===== config.mk =====
export PLATFORM = sky130hd
export DESIGN_NAME = frame_stats_flat
export DESIGN_NICKNAME = d
export VERILOG_FILES = /design/src/rtl/frame_stats_if.sv /design/src/rtl/frame_stats.sv /design/src/flat_wrapper.sv
export SDC_FILE = /design/constraint.sdc
export NUM_CORES = 1
export LEC_CHECK = 0
export CAP_MARGIN = 20
export CELL_PAD_IN_SITES_DETAIL_PLACEMENT = 0
export CELL_PAD_IN_SITES_GLOBAL_PLACEMENT = 1
export CORE_UTILIZATION = 38
export CTS_CLUSTER_DIAMETER = 30
export DETAILED_ROUTE_END_ITERATION = 7
export PLACE_DENSITY_LB_ADDON = 0.1
export REMOVE_ABC_BUFFERS = 1
export SETUP_SLACK_MARGIN = 0.4
export SYNTH_ARGS = -nofsm -noshare
export SYNTH_HDL_FRONTEND = slang
export SYNTH_SLANG_ARGS = --single-unit

===== constraint.sdc =====
create_clock -name clk -period 2.6 [get_ports clk]
set_clock_uncertainty 0.2 [all_clocks]
set_input_delay 0.52 -clock clk [delete_from_list [all_inputs] [get_ports clk]]
set_output_delay 0.52 -clock clk [all_outputs]
set_load 0.005 [all_outputs]

===== src/rtl/frame_stats_if.sv =====
// frame_stats_if: sample input and result-record output of frame_stats, with master (producer/consumer side) and slave (frame_stats side) views.
interface frame_stats_if #(
  parameter int WIDTH = 16,
  parameter int SUM_WIDTH = 24,
  parameter int CNT_W = 5
);
  logic in_valid;
  logic in_ready;
  logic signed [WIDTH-1:0] in_data;
  logic flush;
  logic out_valid;
  logic out_ready;
  logic signed [SUM_WIDTH-1:0] out_sum;
  logic signed [WIDTH-1:0] out_min;
  logic signed [WIDTH-1:0] out_max;
  logic [CNT_W-1:0] out_count;
`ifdef FRAME_STATS_SAT_EN
  logic sum_sat;
  modport master (output in_valid, in_data, flush, out_ready,
                  input in_ready, out_valid, out_sum, out_min, out_max, out_count, sum_sat);
  modport slave (input in_valid, in_data, flush, out_ready,
                 output in_ready, out_valid, out_sum, out_min, out_max, out_count, sum_sat);
`else
  modport master (output in_valid, in_data, flush, out_ready,
                  input in_ready, out_valid, out_sum, out_min, out_max, out_count);
  modport slave (input in_valid, in_data, flush, out_ready,
                 output in_ready, out_valid, out_sum, out_min, out_max, out_count);
`endif
endinterface


===== src/rtl/frame_stats.sv =====
// frame_stats: per-frame sum/min/max/count of a signed sample stream, one record per frame on valid/ready.
// Define FRAME_STATS_SAT_EN for a saturating sum plus the sum_sat record flag; default wraps.
module frame_stats #(
  parameter int WIDTH = 16,
  parameter int SUM_WIDTH = 24,
  parameter int FRAME_LEN = 16,
  parameter int CNT_W = $clog2(FRAME_LEN+1)
) (
  input logic clk,
  input logic rst,
  frame_stats_if.slave bus
);
  typedef enum logic {ACC, HOLD} state_t;
  state_t state, state_n;
  logic [CNT_W-1:0] cnt, cnt_n;
  logic signed [SUM_WIDTH-1:0] sum, sum_n, dx;
  logic signed [WIDTH-1:0] mn, mx, mn_n, mx_n;
  logic acc, close;
  assign acc = state == ACC && bus.in_valid;
  assign dx = SUM_WIDTH'(bus.in_data);
`ifdef FRAME_STATS_SAT_EN
  logic signed [SUM_WIDTH-1:0] raw;
  logic clamp, sat_flag;
  assign raw = sum + dx;
  assign clamp = acc && sum[SUM_WIDTH-1] == dx[SUM_WIDTH-1] && raw[SUM_WIDTH-1] != sum[SUM_WIDTH-1];
  assign sum_n = clamp ? {sum[SUM_WIDTH-1], {(SUM_WIDTH-1){~sum[SUM_WIDTH-1]}}} : raw;
  always_ff @(posedge clk)
    if (rst) begin
      sat_flag <= 1'b0;
      bus.sum_sat <= 1'b0;
    end else if (close) begin
      sat_flag <= 1'b0;
      bus.sum_sat <= sat_flag | clamp;
    end else if (clamp) begin
      sat_flag <= 1'b1;
    end
`else
  assign sum_n = sum + dx;
`endif
  always_comb begin
    mn_n = (cnt == '0 || bus.in_data < mn) ? bus.in_data : mn;
    mx_n = (cnt == '0 || bus.in_data > mx) ? bus.in_data : mx;
    cnt_n = cnt + CNT_W'(1);
    close = state == ACC && ((acc && cnt == CNT_W'(FRAME_LEN-1)) || (bus.flush && (cnt != '0 || acc)));
  end
  always_ff @(posedge clk) state <= rst ? ACC : state_n;
  always_comb begin
    state_n = close ? HOLD : (state == HOLD && bus.out_ready) ? ACC : state;
    bus.in_ready = state == ACC;
    bus.out_valid = state == HOLD;
  end
  // The record includes the sample accepted on the closing edge.
  always_ff @(posedge clk)
    if (rst) begin
      cnt <= '0;
      sum <= '0;
      mn <= '0;
      mx <= '0;
      bus.out_sum <= '0;
      bus.out_min <= '0;
      bus.out_max <= '0;
      bus.out_count <= '0;
    end else if (close) begin
      bus.out_sum <= acc ? sum_n : sum;
      bus.out_min <= acc ? mn_n : mn;
      bus.out_max <= acc ? mx_n : mx;
      bus.out_count <= acc ? cnt_n : cnt;
      cnt <= '0;
      sum <= '0;
      mn <= '0;
      mx <= '0;
    end else if (acc) begin
      cnt <= cnt_n;
      sum <= sum_n;
      mn <= mn_n;
      mx <= mx_n;
    end
endmodule


===== src/flat_wrapper.sv =====
// flat-port wrapper written by rule: the top's interface ports become plain ports
module frame_stats_flat 
#(
  parameter int WIDTH = 16,
  parameter int SUM_WIDTH = 24,
  parameter int FRAME_LEN = 16,
  parameter int CNT_W = $clog2(FRAME_LEN+1)
)
  (clk, rst, bus_in_valid, bus_in_data, bus_flush, bus_out_ready, bus_in_ready, bus_out_valid, bus_out_sum, bus_out_min, bus_out_max, bus_out_count);
  frame_stats_if #(.WIDTH(WIDTH), .SUM_WIDTH(SUM_WIDTH), .CNT_W(CNT_W)) bus_i ();
  input logic clk;
  input logic rst;
  input wire logic [$bits(bus_i.in_valid)-1:0] bus_in_valid;
  input wire logic [$bits(bus_i.in_data)-1:0] bus_in_data;
  input wire logic [$bits(bus_i.flush)-1:0] bus_flush;
  input wire logic [$bits(bus_i.out_ready)-1:0] bus_out_ready;
  output wire logic [$bits(bus_i.in_ready)-1:0] bus_in_ready;
  output wire logic [$bits(bus_i.out_valid)-1:0] bus_out_valid;
  output wire logic [$bits(bus_i.out_sum)-1:0] bus_out_sum;
  output wire logic [$bits(bus_i.out_min)-1:0] bus_out_min;
  output wire logic [$bits(bus_i.out_max)-1:0] bus_out_max;
  output wire logic [$bits(bus_i.out_count)-1:0] bus_out_count;
  assign bus_i.in_valid = bus_in_valid;
  assign bus_i.in_data = bus_in_data;
  assign bus_i.flush = bus_flush;
  assign bus_i.out_ready = bus_out_ready;
  assign bus_in_ready = bus_i.in_ready;
  assign bus_out_valid = bus_i.out_valid;
  assign bus_out_sum = bus_i.out_sum;
  assign bus_out_min = bus_i.out_min;
  assign bus_out_max = bus_i.out_max;
  assign bus_out_count = bus_i.out_count;
  frame_stats #(.WIDTH(WIDTH), .SUM_WIDTH(SUM_WIDTH), .FRAME_LEN(FRAME_LEN), .CNT_W(CNT_W)) u_core (.clk(clk), .rst(rst), .bus(bus_i));
endmodule

## Word-level counts from Yosys, hierarchy flattened

Cells that the tools add are included.

| storage, ports and cells | value |
|---|---|
| register bits after elaboration | 123 |
| input port bits | 21 |
| output and inout port bits | 63 |

| operators by class | value |
|---|---|
| add/sub/neg operators | 2 |
| order comparisons | 2 |
| equality and inequality tests | 1 |
| multiplexer cells | 8 |
| bitwise gates (word level) | 1 |
| reduce and logical (&&, ||, !) cells | 13 |

Operators with widths:

| operator | number |
|---|---|
| $mux 16 | 4 |
| $add 24x16->24 | 1 |
| $mux 24 | 1 |
| $gt 16x16->1 | 1 |
| $lt 16x16->1 | 1 |
| $add 5x1->5 const B | 1 |
| $eq 5x4->1 const B | 1 |
| $logic_and 1x1->1 | 5 |
| $logic_not 5->1 | 1 |
| $mux 5 | 1 |
| $reduce_bool 5->1 | 1 |
| $logic_or 1x1->1 | 4 |
| $mux 1 | 2 |
| $reduce_bool 2->1 | 1 |
| $reduce_or 2->1 | 1 |
| $not 1->1 | 1 |

## Logic depth before layout (Yosys ltp)

Gate-level depths: netlist (run 1).

| depth | value |
|---|---|
| depth in word-level cells | 7 |
| mapped depth | 12 |
| depth with buffers taken out | 10 |

## Worst setup path before layout (run 1)

Ideal clock, no wire load.

| timing path | value |
|---|---|
| kind | input to register |
| start | input port bus_in_data[15] |
| end | register u_core.bus.out_max[11] |
| setup time | 0.128 ns |
| arrival | 2.427 ns |
| data required time | 2.272 ns |
| setup slack | -0.154 ns |
| stages | 10 |
| cells stage by stage | ha_1 > nand4_1 > nor2_1 > o21a_1 > a311oi_1 > and3b_1 > o31ai_4 > buf_8 > mux2i_1 > o21ai_1 |

| on the way | value |
|---|---|
| cells in the longest elaborated chain, start to end | 4 |

RTL lines:

| element | RTL line | RTL |
|---|---|---|
| start, declared | flat_wrapper.sv:14 | `input wire logic [$bits(bus_i.in_data)-1:0] bus_in_data;` |
| $gt 16x16->1 | frame_stats.sv:42 | `mx_n = (cnt == '0 \|\| bus.in_data > mx) ? bus.in_data : mx;` |
| $logic_or 1x1->1 | frame_stats.sv:42 |  |
| $mux 16 | frame_stats.sv:42 |  |
| $mux 16 | frame_stats.sv:66 | `bus.out_max <= acc ? mx_n : mx;` |
| end signal, assigned | frame_stats.sv:66 |  |
| end, declared | frame_stats_if.sv:27 | `output in_ready, out_valid, out_sum, out_min, out_max, out_count);` |

Every way passes these cells.
A chain may end at the register's enable or synchronous reset.

## Worst setup path after layout (run 1)

| timing path | value |
|---|---|
| start | register u_core.mx[14] |
| end | register u_core.bus.out_max[14] |

| on the way | value |
|---|---|
| cells in the longest elaborated chain, start to end | 4 |

RTL lines:

| element | RTL line | RTL |
|---|---|---|
| start, declared | frame_stats.sv:17 | `logic signed [WIDTH-1:0] mn, mx, mn_n, mx_n;` |
| start signal, assigned | frame_stats.sv:76 | `mx <= mx_n;` |
| $gt 16x16->1 | frame_stats.sv:42 |  |
| $logic_or 1x1->1 | frame_stats.sv:42 |  |
| $mux 16 | frame_stats.sv:42 |  |
| $mux 16 * | frame_stats.sv:66 |  |

Every way passes the cells marked *; elsewhere a longest branch is shown, timed or not.

==> results of run 1 <==
==> power breakdown <==
group | switching, mW | leakage (nW) | internal, mW
Clock | 0.920 | 0.295 | 1.58
Sequential | 0.128 | 1.02 | 2.05
Combinational | 1.12 | 3.53 | 1.27
==> final cells by class <==
type | instances | area (um2)
Clock buffer | 21 | 470.5
Clock inverter | 11 | 141.4
Fill cell | 1240 | 5082
Inverter | 56 | 215.2
Multi-Input combinational cell | 571 | 4918
Sequential cell | 123 | 2522
Tap cell | 220 | 275.3
Timing Repair Buffer | 306 | 3134
==> cell usage in the layout (no fill, tap or decap), types with 12 or more instances in the layout <==
cell type and instances:
buf_12 15, dfxtp_2 15, o211ai_1 18, a21oi_2 16, o21ai_2 13, ha_4 24
buf_4 140, nor2_1 54, a21oi_1 23, buf_6 50, clkbuf_16 19, a22oi_2 14
nand2_2 31, nand2_4 15, nand4_1 15, dfxtp_1 97, inv_1 44, buf_16 12
o21ai_1 44, nand3_1 23, a21o_1 15, clkdlybuf4s50_1 67, nand2_1 53, mux2i_1 24
ha_1 31
==> flip-flops by register name, summed over array words and instances, names as in the netlist <==
name and flops:
u_core.bus.out_count 5, u_core.bus.out_max 16, u_core.bus.out_min 16, u_core.bus.out_sum 24, u_core.bus.out_valid 1, u_core.cnt 5
u_core.mn 16, u_core.mx 16, u_core.sum 24
==> critical path: cells and delay by family, from the launching register on <==
kind            cells  cell delay (ns)
compound gates      4             0.64
fa+ha+maj           1             0.25
flops               1             0.34
mux                 1             0.29
simple gates        3             0.61
buf+inv             2             0.29
==> per-layer routing <==
layer / track usage, % / wire length [um] / vias up
met1: 32.03 / 10260 / 3426
li1: - / - / 3377
met4: 10.10 / 556 / 0
met2: 44.70 / 12290 / 176
met5: 0 / 0 / -
met3: 4.604 / 912 / 41
==> how the worst max path moves through the flow <==
stage,start,end,slack (ns)
after floorplan,u_core.cnt[0],u_core.bus.out_min[0],-2.29
after global placement,bus_in_data[8],u_core.bus.out_sum[15],-0.77
after detailed placement,bus_in_data[14],u_core.bus.out_max[11],-0.86
after CTS,u_core.mx[15],u_core.bus.out_max[11],-0.09
after global routing,u_core.mx[14],u_core.mx[14],-0.23
final,u_core.mx[14],u_core.bus.out_max[14],-0.14
==> metrics by stage <==
step / cell area [um2] / instances
6_report: 11680 / 1308
3_3_place_gp: 8587 / 1185
4_1_cts: 10990 / 1284
5_1_grt: 11680 / 1308
3_5_place_dp: 8587 / 1185
2_1_floorplan: 6407 / 750
==> what timing repair did <==
item / CTS / global route
gates resized for setup: 353 / 104
gates cloned: 14 / 2
endpoints found under the setup margin: 116 / 123
pin swaps: 145 / 78
buffers inserted: 53 / 22
==> cell families (layout without fill, tap and decap cells) <==
logic type	count (synthesis)	after routing	share of synthesized area, %
and+or+nand+nor	250	250	17.16
muxes	39	39	5.921
AOI/OAI and AO/OA	205	205	19.93
DFF	123	123	37.35
xor gates and xnor gates	19	19	2.524
adders and majority gates	58	58	11.12
buffers and inverters	98	394	5.997
==> flow_summary.yaml, run 1 <==
logic_synthesis:
  avgSynthCellArea_um2: 8.324
  yosysSeqAreaShare_pct: 37.35
  ys_types: 56
  ys_top_cells_by_count: "123 x dfxtp_1, 99 x nand2_1, 64 x nor2_1"
  synth_most_common_cell: "dfxtp_1"
  ys_warn_count: 0
  yosysTopAreaCellShare_pct: 37.35
  synthCells: 792
  synth.area.top_cells: "dfxtp_1 37%, ha_1 11%, mux2i_1 5.9%"
  ys_ff_latch: 123
  synth-async-reset-ratio_pct: 0
  ys.flop_type: "dfxtp_1"
  synth_edf_count: 0
  synth_area_leader_cell: "dfxtp_1"
  netlist_area_um2: 6593
timing:
  timing.final.ws_setup_ns: -0.1390
  slew_violations: 0
  finalSetupTns_ns: -2.954
  worst_slew_pin_slew_ns: 0.3985
  finalWorstPathRequiredPeriod_ns: 2.739
  post-route-period-util_pct: 105.3
  fmax_ghz: 0.3651
  slew_headroom_pct: 73.37
  setup_violations: 33
  rsz0062_at_grt: "yes"
  hold_viol: 0
  hold_slack_ns: 0.2501
cells_and_area:
  fin_nets: 1154
  fin_util_pct: 69.68
  layout-area-overhead-vs-synth_pct: 77.13
  antennaDiodeCount: 0
  drive_above_1_share_pct: 45.96
detailed_routing:
  num_vias: 7020
  ant_nets: 0
  vias_per_cell: 5.367
  totalWireLength_mm: 24.01
  first_pass_iters: 5
  wire_per_inst_um: 18.36
  drt_iter0_drc: 315
  drc_errors: 0
clock_tree:
  cts-root-buf: "clkbuf_16"
  cts_hold_buf: 0
  htreeDepth: 4
  cts_buffer_depth: 2
  clock-sinks: 123
  clk_latency_ns: 0.43
  cts_tree: "yes"
  clkTransAtPathRegs_ns: 0.06
  numCtsBuffers: 17
grt:
  antenna_found_initial: 0
  grt_usage_pct: 25.98
  grt_pass1_vias: 6936
  grt_max_degree: 42
  grt-ovfl-total: 0
  grt_pass1_wl_mm: 35.87
critical_path:
  critical_path_class: "flip-flop to flip-flop"
  r2r_end: "u_core.bus.out_max[14]"
  rrSetupSlack_ns: -0.14
  start_kind: "flip-flop"
  rr_startpoint: "u_core.mx[14]"
  crit_slowest_cell: "dfxtp_2"
  ff2ff_path_depth: 11
  crit_arrival_ns: 2.85
  end_kind: "flip-flop"
  critPathMaxStageDelay_ns: 0.34
  cp.required_ns: 2.72
  crit_chain: "inv_2 > ha_4 > nand4_1 > nor2_2 > o21a_1 > a311oi_2 > and3b_2 > o31ai_4 > buf_6 > mux2i_1 > o21ai_1"
  critical_path_peak_fanout: 8
floorplan:
  fp.dieH_um: 133.7
  io_pins: 84
  die_w_um: 133.7
  die_area_um2: 17880
  initial_utilization_pct: 39.34
  num_rows: 47
  core_um2: 16760
min_path:
  min-delay-start: "u_core.bus.out_sum[23]"
  hold_end: "u_core.bus.out_sum[23]"
  whs_path_depth: 2
  hp-class: "flip-flop to flip-flop"
outcome:
  outcome: "finished, violations left"
  violations: "negative setup slack"
placement:
  port_buffers: 83
  post-place-ws_ns: -0.8618
  place.gp.congestion: 0.8944
  hpwl_mm: 13.97
power_and_ir_drop:
  power.total_mw: 7.066
  p_leak_nw: 4.845
  p_per_area_nw_per_um2: 605.1
  ir_drop_v: 0.0005108
flow_run:
  maxCapViolCount: 0
No activity file was read; power rests on OpenSTA's default activity.
==> inputs of run 2 (changes only) <==
CORE_UTILIZATION = 45   (was 38)
clock period = 3.2 ns   (was 2.6 ns; I/O delays follow)
==> flow_summary.yaml, run 2 (synthesis gave the netlist of run 1 again) <==
outcome:
  outcome: "complete, no violations"
grt:
  grt_max_degree: 65
  antenna_found_initial: 0
  grt_usage_pct: 25.30
  grt-ovfl-total: 0
  grt_pass1_wl_mm: 29.44
  grt_pass1_vias: 6152
power_and_ir_drop:
  p_per_area_nw_per_um2: 535.9
  ir_drop_v: 0.0003617
  p_seq_share_pct: 35.4
  p_leak_nw: 3.770
  p_sw_mw: 1.482
  power_frac_comb_pct: 26.9
  clock_power_share_pct: 37.7
  p_int_mw: 3.471
  swShare_pct: 29.92
critical_path:
  cp.required_ns: 3.30
  critical_path_class: "input port to flip-flop"
  critical_path_peak_fanout: 8
  rr_startpoint: "u_core.mx[15]"
  end_kind: "flip-flop"
  crit_slowest_cell: "o31ai_4"
  rrSetupSlack_ns: 0.39
  crit_arrival_ns: 2.93
  crit_buf_inv: 2
  cp_top_family: "compound AO/OA/AOI/OAI gates"
  r2r_end: "u_core.bus.out_max[1]"
  critPathMaxStageDelay_ns: 0.34
  start_kind: "input port"
  crit_chain: "clkdlybuf4s15_2 > ha_4 > nand2_1 > nor2_2 > o21a_1 > a311oi_2 > and3b_2 > o31ai_4 > buf_12 > mux2i_2 > o21ai_1"
  ff2ff_path_depth: 11
clock_tree:
  cts-root-buf: "clkbuf_16"
  numCtsBuffers: 17
  cts_tree: "yes"
  cts_hold_buf: 0
  cts_buffer_depth: 2
  clock-sinks: 123
  htreeDepth: 4
  clkTransAtPathRegs_ns: 0.06
  clk_latency_ns: 0.42
timing:
  worst_slew_pin_slew_ns: 0.5075
  fmax_ghz: 0.3529
  slew_headroom_pct: 65.81
  post-route-period-util_pct: 88.56
  timing.final.ws_setup_ns: 0.3662
  rsz0062_at_grt: "yes"
  setup_violations: 0
  hold_viol: 0
  finalWorstPathRequiredPeriod_ns: 2.834
  slew_violations: 0
  finalSetupTns_ns: 0
floorplan:
  num_rows: 43
  fp.dieH_um: 123.0
  initial_utilization_pct: 46.77
  die_w_um: 123.0
  core_um2: 14100
  die_area_um2: 15140
  io_pins: 84
min_path:
  min-delay-start: "u_core.bus.out_max[0]"
  hold_end: "u_core.bus.out_max[0]"
  hp-class: "flip-flop to flip-flop"
  whs_path_depth: 2
placement:
  post-place-ws_ns: -0.3538
  hpwl_mm: 12.88
  port_buffers: 83
  placed_cells: 1102
  place.gp.congestion: 0.8698
  placed_cell_area_um2: 8214
cells_and_area:
  stdcell_count: 1143
  reg_top3: "u_core.bus.out_sum: 24 flops, u_core.sum: 24 flops"
  layout-area-overhead-vs-synth_pct: 40.22
  design_area_um2: 9244
  final_common_cell: "dfxtp_1"
  antennaDiodeCount: 0
  final_cell_mix: "119 x dfxtp_1, 96 x nand2_1, 85 x buf_4"
  fin_nets: 1029
  drive_above_1_share_pct: 21.70
  n_fill_cell: 1168
detailed_routing:
  wire_per_inst_um: 16.46
  first_pass_iters: 4
  vias_per_cell: 5.477
  drc_errors: 0
  drt_iter0_drc: 351
  num_vias: 6260
  ant_nets: 0
  totalWireLength_mm: 18.81
flow_run:
  maxCapViolCount: 0
## run 2: layout make-up
class	instances	area [um2]	share of cell area, %
Clock buffer	19	442.9	4.792
Clock inverter	13	126.4	1.367
Sequential cell	123	2467	26.69
Tap cell	180	225.2	2.436
Inverter	56	210.2	2.274
Timing Repair Buffer	181	1634	17.68
Multi-Input combinational cell	571	4138	44.76
## run 2: worst max path at each step
stage	start	cells after the start	end
after floorplan	u_core.cnt[0]	9	u_core.bus.out_min[0]
after global placement	bus_in_data[15]	11	u_core.bus.out_max[11]
after detailed placement	bus_in_data[1]	10	u_core.bus.out_sum[19]
after CTS	bus_in_data[6]	12	u_core.bus.out_max[1]
after global routing	u_core.mx[15]	11	u_core.bus.out_max[12]
final	bus_in_data[11]	11	u_core.bus.out_max[1]
## run 2: per-stage QoR
| step | hold WS [ns] | total power, mW | utilization, % |
|---|---|---|---|
| after global routing | 0.2784 | 5.187 | 65.58 |
| after global placement | 0.2343 | 2.936 | 58.27 |
| after floorplan | 0.2431 | 2.412 | - |
| after detailed placement | 0.2426 | 2.963 | 58.27 |
| final | 0.2479 | 4.953 | 65.58 |
| after CTS | 0.2508 | 4.859 | 63.28 |
## run 2: timing repair
item | CTS | global route
setup endpoints to repair | 96 | 91
resized for setup | 49 | 76
gates cloned | 0 | 2
buffers inserted | 3 | 4
pin swaps | 13 | 10
## run 2: tightest hold or removal path, delay by kind of cell, from the launching register on
family | cells | cell delay [ns]
flops | 1 | 0.31
simple gates | 1 | 0.05
compound gates | 1 | 0.05
## run 2: per-layer routing
| layer | up-vias | routed length, um | GRT usage, % |
|---|---|---|---|
| met5 | - | 0 | 0 |
| met4 | 0 | 150 | 8.660 |
| met3 | 15 | 701 | 4.843 |
| met2 | 147 | 9100 | 42.98 |
| met1 | 2974 | 8861 | 32.02 |
| li1 | 3124 | - | - |
## run 2: power groups by stage
stage                     sequential (mW)  combinational, mW  clock, mW
after floorplan                      1.76              0.654          0
after global placement               1.77               1.17          0
after detailed placement             1.77               1.19          0
after CTS                            1.74               1.23       1.88
after global routing                 1.76               1.46       1.96
final                                1.75               1.33       1.87
==> inputs of run 3 (changes only) <==
GPL_TIMING_DRIVEN = 0   (was default)
RECOVER_POWER = 50   (was default)
==> flow_summary.yaml, run 3 (synthesis gave the netlist of run 1 again) <==
outcome:
  outcome: "complete, no violations"
floorplan:
  core_um2: 14100
  die_area_um2: 15140
  fp.dieH_um: 123.0
  die_w_um: 123.0
  num_rows: 43
  initial_utilization_pct: 46.77
  io_pins: 84
detailed_routing:
  highest_layer: "met4"
  ant_nets: 0
  vias_per_cell: 5.611
  wire_per_inst_um: 16.85
  drc_errors: 0
  totalWireLength_mm: 18.13
  drt-met1-wl_mm: 8.303
  num_vias: 6037
  wl_met2_mm: 8.712
  first_pass_iters: 5
  drt_iter0_drc: 421
  met3WireLength_um: 789
cells_and_area:
  antennaDiodeCount: 0
  fin_util_pct: 61.93
  fin_nets: 963
  drive_above_1_share_pct: 15.51
  regArea_um2: 2467
  layout-area-overhead-vs-synth_pct: 32.42
  n_fill_cell: 1197
  multi_input_area_um2: 4182
  final_cell_mix: "119 x dfxtp_1, 96 x nand2_1, 63 x dlygate4sd3_1"
  final_common_cell: "dfxtp_1"
  reg_top3: "u_core.bus.out_sum: 24 flops, u_core.sum: 24 flops"
power_and_ir_drop:
  swShare_pct: 30.19
  clock_power_share_pct: 38.0
  ir_drop_v: 0.0003927
  p_leak_nw: 3.653
  p_sw_mw: 1.434
  p_per_area_nw_per_um2: 544.2
  p_seq_share_pct: 36.7
  p_int_mw: 3.316
  power_frac_comb_pct: 25.3
  power.total_mw: 4.750
timing:
  rsz0062_at_grt: "yes"
  post-route-period-util_pct: 90.81
  fmax_ghz: 0.3441
  slew_headroom_pct: 34.54
  finalWorstPathRequiredPeriod_ns: 2.906
  worst_slew_pin_slew_ns: 0.9683
  hold_slack_ns: 0.2433
  hold_viol: 0
  slew_violations: 0
  setup_violations: 0
critical_path:
  critical_path_peak_fanout: 36
  ff2ff_path_depth: 11
  cp.required_ns: 3.37
  rr_startpoint: "u_core.cnt[0]"
  start_kind: "flip-flop"
  critical_path_class: "flip-flop to flip-flop"
  crit_arrival_ns: 3.08
  end_kind: "flip-flop"
  rrSetupSlack_ns: 0.29
  crit_path_end: "u_core.bus.out_min[15]"
  r2r_end: "u_core.bus.out_min[15]"
  cp-startpoint: "u_core.cnt[0]"
grt:
  grt_pass1_vias: 5812
  grt_usage_pct: 24.72
  grt-ovfl-total: 0
  grt_max_degree: 43
  grt_pass1_wl_mm: 28.57
  antenna_found_initial: 0
clock_tree:
  cts-root-buf: "clkbuf_16"
  numCtsBuffers: 17
  cts_hold_buf: 0
  clkTransAtPathRegs_ns: 0.05
  clock-sinks: 123
  cts_buffer_depth: 2
  clk_latency_ns: 0.43
  htreeDepth: 4
  cts_tree: "yes"
flow_run:
  maxCapViolCount: 0
placement:
  port_buffers: 83
  place.gp.congestion: 0.8658
  hpwl_mm: 11.40
min_path:
  hp-class: "flip-flop to flip-flop"
-- run 3: changes by cell type in the layout (fill, tap and decap cells not counted), sizes merged, moves of 2 or more --
| cell | change |
|---|---|
| nand2b | +2 |
| dlygate4sd2 | -2 |
| clkdlybuf4s50 | -63 |
| dlygate4sd3 | +63 |
| clkinvlp | -3 |
| clkdlybuf4s15 | +2 |
| buf | -65 |
-- run 3: cell type report --
| cell class | instances | area share, % |
|---|---|---|
| tap | 180 | 2.580 |
| clock inverter | 8 | 0.7883 |
| sequential | 123 | 28.26 |
| inverter | 56 | 2.408 |
| clock buffer | 23 | 5.475 |
| timing repair buffer | 111 | 12.58 |
| multi-input combinational | 575 | 47.90 |
-- run 3: worst min path at each step --
stage	from	to	slack (ns)	cells after the start
6_report	u_core.bus.out_sum[18]	u_core.bus.out_sum[18]	0.24	1
5_1_grt	u_core.bus.out_sum[18]	u_core.bus.out_sum[18]	0.27	1
4_1_cts	u_core.bus.out_sum[18]	u_core.bus.out_sum[18]	0.25	1
3_5_place_dp	u_core.bus.out_sum[18]	u_core.bus.out_sum[18]	0.24	1
3_3_place_gp	u_core.bus.out_sum[18]	u_core.bus.out_sum[18]	0.23	1
2_1_floorplan	u_core.bus.out_sum[23]	u_core.bus.out_sum[23]	0.24	2
-- run 3: power by group through the flow --
stage / logic (mW) / registers, mW / clock network [mW]
finish: 1.20 / 1.74 / 1.81
global placement: 0.989 / 1.76 / 0
global route: 1.33 / 1.76 / 1.91
detailed placement: 1.03 / 1.77 / 0
floorplan: 0.654 / 1.76 / 0
CTS: 1.15 / 1.74 / 1.84
-- run 3: metrics by stage --
step                worst slack (ns)  std cells  setup TNS [ns]  instance area [um2]
finish                        0.2942       1076               0                 8730
global route                  0.1758       1076               0                 8730
global placement              -3.792       1013         -325.89                 7463
detailed placement            -1.435       1020          -82.30                 7590
CTS                           0.3706       1068               0                 8548
floorplan                     -1.689        750         -120.08                 6407
-- run 3: repair_timing --
item | 4_1_cts | 5_1_grt
gates cloned | 3 | 2
setup endpoints to repair | 97 | 99
gates resized for setup | 82 | 60
pin swaps | 7 | 7
buffers inserted | 14 | 6
-- run 3: critical path: stages (launching register included) --
cell	delay (ns)
dfxtp_1	0.34
inv_1	0.08
ha_1	0.15
or4b_1	0.63
nand2_1	0.20
a21oi_4	0.11
clkbuf_4	0.16
nor2_1	0.26
buf_12	0.24
buf_16	0.20
a22o_1	0.17
a21o_1	0.08
-- run 3: layer usage --
metal / vias up / global-route usage [%]
li1: 2995 / -
met1: 2879 / 31.05
met2: 134 / 41.43
met3: 29 / 4.982
met4: 0 / 9.864
met5: - / 0
